File: src/rtl/sorted_ram_writer.sv
// Sorted 32x8 table: each insert walks down from the top occupied slot,
// shifting larger entries up one slot per cycle. Registered read port.
module sorted_ram_writer #(
  parameter int DEPTH  = 32,
  parameter int ADDR_W = 5,
  parameter int DATA_W = 8
) (
  input  logic              clk,
  input  logic              reset,
  input  logic              start,
  input  logic              clear,
  input  logic [DATA_W-1:0] data_in,
  input  logic [ADDR_W-1:0] rd_addr,
  output logic [DATA_W-1:0] rd_data,
  output logic [ADDR_W:0]   count,
  output logic              full,
  output logic              busy,
  output logic              done,
  output logic              rejected
);

  typedef enum logic [1:0] {
    S_IDLE,
    S_SHIFT,
    S_DONE
  } state_t;

  state_t                    r_state;
  state_t                    w_next;
  logic signed [DATA_W-1:0]  r_unused_sign;
  logic [DATA_W-1:0]         r_mem [DEPTH];
  logic [DATA_W-1:0]         r_val;
  logic [DATA_W-1:0]         r_rd_data;
  logic [ADDR_W:0]           r_hole;
  logic [ADDR_W:0]           r_count;
  logic                      r_rejected;
  logic [ADDR_W-1:0]         w_slot;
  logic [ADDR_W-1:0]         w_below_idx;
  logic [DATA_W-1:0]         w_below;
  logic                      w_place;
  logic                      w_full;

  assign w_slot      = r_hole[ADDR_W-1:0];
  assign w_below_idx = w_slot - ADDR_W'(1);
  assign w_below     = r_mem[w_below_idx];
  // Stop on <= so equal values land above existing ones (stable order).
  assign w_place     = (r_hole == '0) || (w_below <= r_val);
  assign w_full      = (r_count == (ADDR_W+1)'(DEPTH));

  always_ff @(posedge clk or posedge reset) begin
    if (reset) r_state <= S_IDLE;
    else       r_state <= w_next;
  end

  always_comb begin
    w_next = r_state;
    case (r_state)
      S_IDLE: begin
        if (!clear && start) w_next = w_full ? S_DONE : S_SHIFT;
      end
      S_SHIFT: begin
        if (w_place) w_next = S_DONE;
      end
      S_DONE: begin
        if (!start) w_next = S_IDLE;
      end
      default: w_next = S_IDLE;
    endcase
  end

  always_ff @(posedge clk or posedge reset) begin
    if (reset) begin
      for (int i = 0; i < DEPTH; i++) r_mem[i] <= '1;
      r_val      <= '0;
      r_hole     <= '0;
      r_count    <= '0;
      r_rejected <= 1'b0;
    end else begin
      case (r_state)
        S_IDLE: begin
          if (clear) begin
            for (int i = 0; i < DEPTH; i++) r_mem[i] <= '1;
            r_count <= '0;
          end else if (start) begin
            if (!w_full) begin
              r_val      <= data_in;
              r_hole     <= r_count;
              r_rejected <= 1'b0;
            end else begin
              r_rejected <= 1'b1;
            end
          end
        end
        S_SHIFT: begin
          if (w_place) begin
            r_mem[w_slot] <= r_val;
            r_count       <= r_count + (ADDR_W+1)'(1);
          end else begin
            r_mem[w_slot] <= w_below;
            r_hole        <= r_hole - (ADDR_W+1)'(1);
          end
        end
        default: ;
      endcase
    end
  end

  always_ff @(posedge clk or posedge reset) begin
    if (reset) r_rd_data <= '1;
    else       r_rd_data <= r_mem[rd_addr];
  end

  assign r_unused_sign = '0;
  assign rd_data  = r_rd_data;
  assign count    = r_count;
  assign full     = w_full;
  assign busy     = (r_state == S_SHIFT);
  assign done     = (r_state == S_DONE);
  assign rejected = r_rejected;

endmodule

File: config.mk
export PLATFORM = sky130hd
export DESIGN_NAME = sorted_ram_writer
export DESIGN_NICKNAME = d
export VERILOG_FILES = /design/src/rtl/sorted_ram_writer.sv
export SDC_FILE = /design/constraint.sdc
export NUM_CORES = 1
export LEC_CHECK = 0
export ABC_CLOCK_PERIOD_IN_PS = 11400
export CORE_ASPECT_RATIO = 1.4
export CORE_MARGIN = 2
export CORE_UTILIZATION = 63
export DETAILED_ROUTE_END_ITERATION = 7
export HOLD_SLACK_MARGIN = 0.12
export PLACE_DENSITY_LB_ADDON = 0.05
export SLEW_MARGIN = 20
export SYNTH_ARGS = -nofsm -noshare
export SYNTH_HDL_FRONTEND = slang
export SYNTH_SLANG_ARGS = --single-unit
export TNS_END_PERCENT = 20
File: constraint.sdc
create_clock -name clk -period 11.4 [get_ports clk]
set_clock_uncertainty 0.05 [all_clocks]
set_input_delay 1.14 -clock clk [delete_from_list [all_inputs] [get_ports clk]]
set_output_delay 1.14 -clock clk [all_outputs]
set_load 0.05 [all_outputs]
==> flow_metrics.tcl, run 1 <==
set metrics [dict create \
    status "complete, no violations" \
    viasPerCell 7.05 \
    hp-class "reg -> reg" \
    start_util_pct 63.6 \
    fmax_ghz 0.150 \
    postCtsHoldBufs 0 \
    cts_tree "built" \
    fin_hold_ws_ns 0.486 \
    die_w_um 141 \
    syn-cell-area_um2 16500 \
    grt_setup_unrepaired "no" \
    cts_made_buffers 29 \
    crit_required_ns 11.79 \
    cp.buffers_inverters 2 \
    cts_setup_buffers 0 \
    final_net_count 1334 \
    start_kind "register" \
    areaGrowthSynthToFinish_pct 7.77 \
    layout_commonest_cell "dfstp_2" \
    ant_nets 0 \
    fin_ws_ns 4.75 \
    ctsResizeCount 0 \
    grt_pass1_vias 11600 \
    post_synth.cell_area_avg_um2 12.2 \
    tns_ns 0 \
    cp.arrival_ns 7.03 \
    num_antenna_cells 0 \
    ys.flop_type "dfstp_2" \
    synth_warnings 0 \
    worst_setup_path_end_kind "register" \
    netlist_instances 1348 \
    tightestPinTransition_ns 1.11 \
    via_count 11600 \
    crit_slowest_cell "dfrtp_4" \
    cts_max_path_buffers 3 \
    fp.coreArea_um2 25900 \
    vdd_drop_max_mv 0.273 \
    maxSlewHeadroom_pct 26.2 \
    design_area_um2 17800 \
    cpMostUsedCell "a21oi_1" \
    r2r_setup_slack_ns 4.75 \
    crit_path_max_fanout 45 \
    power.leakage_nw 5.76 \
    cp_top_family "multiplexers" \
    cts-root-buf "clkbuf_16" \
    routed_wl_mm 43.5 \
    path_cells "inv_1, ha_4, buf_4, mux4_2, mux2_2, a21oi_1, a2111oi_4, ha_1, nand2_1, o21ai_0, nor2_1, a21oi_4, mux2i_4, a21oi_1" \
    synth_edf_count 0 \
    die_area_um2 27500 \
    wl_per_cell_um 26.4 \
    maxCapViolCount 0 \
    synthTopCellsByArea "dfstp_2 (42%), mux4_2 (20%), nor3_1 (7.9%)" \
    ios 35 \
    num_rows 70 \
    drc 0 \
    period_share_pct 58.3 \
    crit_type "reg -> reg" \
    port_buffers 34 \
    antenna_found_initial 0 \
    ys_ff_latch 287 \
    cpPeakStageDelay_ns 1.01 \
    setup_viol 0 \
    fin_crit_ns 6.65 \
    multi_input_area_um2 8270 \
    insertion_delay_ns 0.56 \
    first_pass_iters 5 \
    synth_top_cell_by_area "dfstp_2" \
    synth.top_cell.area_share_pct 42.1 \
    h-tree-depth 1 \
    synthArstFlopShare_pct 100 \
    dp_slack_ns 4.74 \
    post_dp_cell_area_um2 16800 \
    fp.dieH_um 195 \
    final_cell_mix "dfstp_2 (264), nor3_1 (259), a21oi_1 (249)" \
    grt_pass1_wl_mm 68.2 \
    hpwl_mm 27.5 \
    ys_seq_area_share_pct 45.6 \
    drt_iter0_markers 1049 \
    final_layout_size_suffix_gt1_share_pct 45.2 \
    gp_congestion 0.877 \
    timing_hold_violations_final 0 \
    ys_types 61 \
    cts.reportedPaths.clkPinSlew_ns 0.07 \
    grt_overflow 0 \
    powerDensity_nw_per_um2 243 \
    final-max-slew-violation-count 0 \
    syn-num-nets 1380 \
    grt_usage_pct 32.2 \
    clock-sinks 287 \
    n_fill_cell 1909 \
    grt_max_degree 112 \
    ff_latch_area_um2 7520 \
]
cells by family after synthesis:
logic type	synth area share, %
AO/OA/AOI/OAI	13.5
XOR/XNOR	0.319
adder cells (fa/ha/maj)	1.14
buffers and inverters	4.72
flip-flops	45.6
multiplexers	23.5
AND/OR/NAND/NOR	11.2
sequential cells by signal, summed over array words and instances (netlist names):
register	count
count	6
r_val	8
r_hole	6
r_mem	256
rejected	1
r_state	2
rd_data	8
where the power goes:
part	internal, mW	switching [mW]	total, mW
Sequential	1.19	0.179	1.37
Clock	0.578	0.406	0.985
Combinational	0.625	1.35	1.97
Total	2.39	1.93	4.32
cell type report:
cell class                      count  share of cell area, %
Timing Repair Buffer               57                   2.87
Clock buffer                       40                   4.71
Inverter                           19                  0.444
Sequential cell                   287                   42.3
Multi-Input combinational cell    908                   46.6
Tap cell                          324                   2.28
Clock inverter                     13                  0.817
Yosys cell counts (3+ instances only):
| cell type | n |
|---|---|
| buf_6 | 10 |
| nand2_1 | 33 |
| o21ai_0 | 7 |
| mux4_2 | 144 |
| a21oi_1 | 250 |
| clkbuf_1 | 75 |
| nor2_1 | 40 |
| ha_1 | 15 |
| a2111oi_4 | 7 |
| a21oi_4 | 30 |
| nor3_1 | 259 |
| o22ai_1 | 3 |
| mux2i_4 | 7 |
| buf_4 | 3 |
| and3_1 | 9 |
| inv_1 | 19 |
| mux2_2 | 33 |
| buf_1 | 4 |
| nand3_1 | 7 |
| nand4_1 | 6 |
| nand3b_1 | 3 |
| mux2i_1 | 9 |
| dfstp_2 | 264 |
| dfrtp_1 | 23 |
| buf_2 | 37 |
| or3_1 | 5 |
| buf_12 | 3 |
worst register-to-register path: stages (launching register included):
cell and delay (ns):
dfrtp_4 1.01, inv_1 0.31, ha_4 0.58, buf_4 0.64, mux4_2 0.46, mux2_2 0.31
a21oi_1 0.23, a2111oi_4 0.10, ha_1 0.38, nand2_1 0.06, o21ai_0 0.28, nor2_1 0.16
a21oi_4 0.77, mux2i_4 0.99, a21oi_1 0.20
metrics by stage:
stage / total power [mW] / std cells / utilization [%]
global placement: 3.31 / 1595 / 64.7
detailed placement: 3.33 / 1595 / 64.7
floorplan: 3.01 / 1348 / -
global route: 4.52 / 1648 / 68.5
finish: 4.32 / 1648 / 68.5
CTS: 4.33 / 1648 / 68.5
worst paths after layout:
path	startpoint	end	cells after the start
max	r_hole[0]	r_mem[4]	14
min	rejected	rejected	1
max reg2reg	r_hole[0]	r_mem[4]	14
min reg2reg	rejected	rejected	1
max in group asynchronous	reset	r_hole[2]	4
min in group asynchronous	reset	r_mem[109]	2
per-layer routing:
| metal | track usage [%] | part of all wire (%) | up-vias |
|---|---|---|---|
| li1 | - | - | 5058 |
| met1 | 43.9 | 40 | 5939 |
| met2 | 52.6 | 49 | 491 |
| met3 | 4.32 | 6.1 | 128 |
| met4 | 14.0 | 5.1 | 0 |
| met5 | 0 | 0 | - |
No activity file was read; power rests on OpenSTA's default activity.
==> run 2, diff against run 1 <==
Settings changed: ABC_CLOCK_PERIOD_IN_PS 11400 to 5900, CORE_UTILIZATION 63 to 57.
Clock period 11.4 ns to 5.9 ns, I/O delays scaled along.
==> flow_metrics.tcl, run 2 (synthesized netlist as in run 1, its figures left out) <==
set metrics [dict create \
    p_int_mw 4.88 \
    grt_max_degree 169 \
    final_net_count 1349 \
    start_util_pct 58.0 \
    worst_setup_path_end_kind "register" \
    hp-class "reg -> reg" \
    gp_congestion 0.887 \
    tightestPinTransition_ns 1.03 \
    fmax_ghz 0.182 \
    fin_hold_ws_ns 0.485 \
    cts_max_path_buffers 3 \
    final_cell_mix "dfstp_2 (264), nor3_1 (259), a21oi_1 (249)" \
    num_rows 73 \
    largest_register_ffs 256 \
    setup_viol 0 \
    clock-sinks 287 \
    powerDensity_nw_per_um2 483 \
    status "complete, no violations" \
    grt_usage_pct 30.9 \
    layout_commonest_cell "dfstp_2" \
    placedCellCount 1660 \
    r2r_setup_slack_ns 0.39 \
    die_w_um 148 \
    grt_overflow 0 \
    hpwl_mm 28.7 \
    grt_busiest_layer "met2" \
    timing.hold.worst_path_depth 1 \
    r2r_end "r_mem[221]" \
    via_count 11600 \
    die_area_um2 30300 \
    cts_setup_buffers 0 \
    grt_pass1_wl_mm 71.5 \
    areaGrowthSynthToFinish_pct 9.38 \
    ios 35 \
    start_kind "register" \
    tns_ns 0 \
    num_antenna_cells 0 \
    reg2reg_from "r_hole[0]" \
    reg2reg_depth 15 \
    pwr-share-clk_pct 22.7 \
    routed_wl_mm 45.3 \
    cts_tree "built" \
    drt_iter0_markers 946 \
    vdd_drop_max_mv 0.587 \
    fin_crit_ns 5.51 \
    fp.dieH_um 205 \
    layoutNonFillerInstCount 1713 \
    antenna_found_initial 0 \
    fin_util_pct 63.4 \
    power_switching_mw 3.82 \
    crit_type "reg -> reg" \
    cts-root-buf "clkbuf_16" \
    cp.arrival_ns 5.90 \
    seq_power_share_pct 29.7 \
    crit_required_ns 6.30 \
    timing_hold_violations_final 0 \
    use_met1_pct 41.7 \
    h-tree-depth 1 \
    final_layout_size_suffix_gt1_share_pct 45.6 \
    wl_per_cell_um 26.5 \
    maxSlewHeadroom_pct 30.1 \
    swShare_pct 43.9 \
    period_share_pct 93.3 \
    final-max-slew-violation-count 0 \
    first_pass_iters 5 \
    power_frac_comb_pct 47.6 \
    min-delay-start "rejected" \
    postCtsHoldBufs 0 \
    maxCapViolCount 0 \
    fp.coreArea_um2 28400 \
    port_buffers 34 \
    hold_end "rejected" \
    cts.reportedPaths.clkPinSlew_ns 0.06 \
    viasPerCell 6.79 \
    cts_made_buffers 30 \
    ant_nets 0 \
    insertion_delay_ns 0.58 \
    drc 0 \
    gr-usage-met2_pct 51.1 \
    regMostFlops "r_mem" \
    power.leakage_nw 5.85 \
    crit_path_max_fanout 32 \
    met3_usage_pct 4.41 \
    ctsResizeCount 0 \
    grt_pass1_vias 11800 \
    grt_setup_unrepaired "no" \
]
==> run 2: cell type report <==
type                       instances  area [um2]
clock buffer                      46         902
sequential                       287        7520
clock inverter                     7         116
timing repair buffer              71         673
multi-input combinational        908        8270
inverter                          19        75.1
tap                              375         469
fill                            2202       10400
==> run 2: critical path, stage by stage (launching register included) <==
cell and delay (ns):
dfrtp_4 0.61, inv_1 0.23, ha_1 0.54, xor2_4 0.20, buf_12 0.27, mux2_2 0.41
a21oi_1 0.25, a2111oi_4 0.11, ha_1 0.36, nand2_1 0.05, o21ai_0 0.34, nor2_1 0.17
a21oi_4 0.46, buf_4 0.26, mux2i_4 0.86, a21oi_1 0.16
==> run 2: how the worst max path moves through the flow <==
stage                          from          to  slack (ns)  cells after the start
after floorplan               reset    count[0]        1.67                      1
after CTS                 r_hole[0]   r_mem[85]        0.44                     15
after detailed placement  r_hole[0]  r_mem[157]        0.46                     15
after global routing      r_hole[0]   r_mem[29]        0.13                     15
final                     r_hole[0]  r_mem[221]        0.39                     15
after global placement    r_hole[0]    r_mem[5]        0.58                     15
==> run 2: power groups by stage <==
stage | Combinational, mW | Sequential (mW) | Clock (mW)
finish | 4.14 | 2.59 | 1.97
global route | 4.41 | 2.62 | 2.09
CTS | 4.13 | 2.58 | 2.01
detailed placement | 4.12 | 2.61 | 0
global placement | 4.09 | 2.60 | 0
floorplan | 3.34 | 2.47 | 0
==> run 2: per-layer routing <==
metal,wire [um],share of wire [%]
met1,18000,40
met2,22800,50
met3,2720,6.0
met4,1790,4.0
met5,0,0
==> run 2: per-stage QoR <==
stage | total power [mW] | setup slack, ns | instance area [um2]
after floorplan | 5.81 | 1.67 | 16500
after global placement | 6.69 | 0.582 | 17000
after detailed placement | 6.73 | 0.456 | 17000
after CTS | 8.72 | 0.437 | 18000
after global routing | 9.11 | 0.126 | 18000
final | 8.70 | 0.395 | 18000
==> run 3, diff against run 2 <==
Settings changed: CTS_CLUSTER_DIAMETER from default to 120.
==> results of run 3 <==
No change in the layout: final DEF, timing and power equal those of run 2.
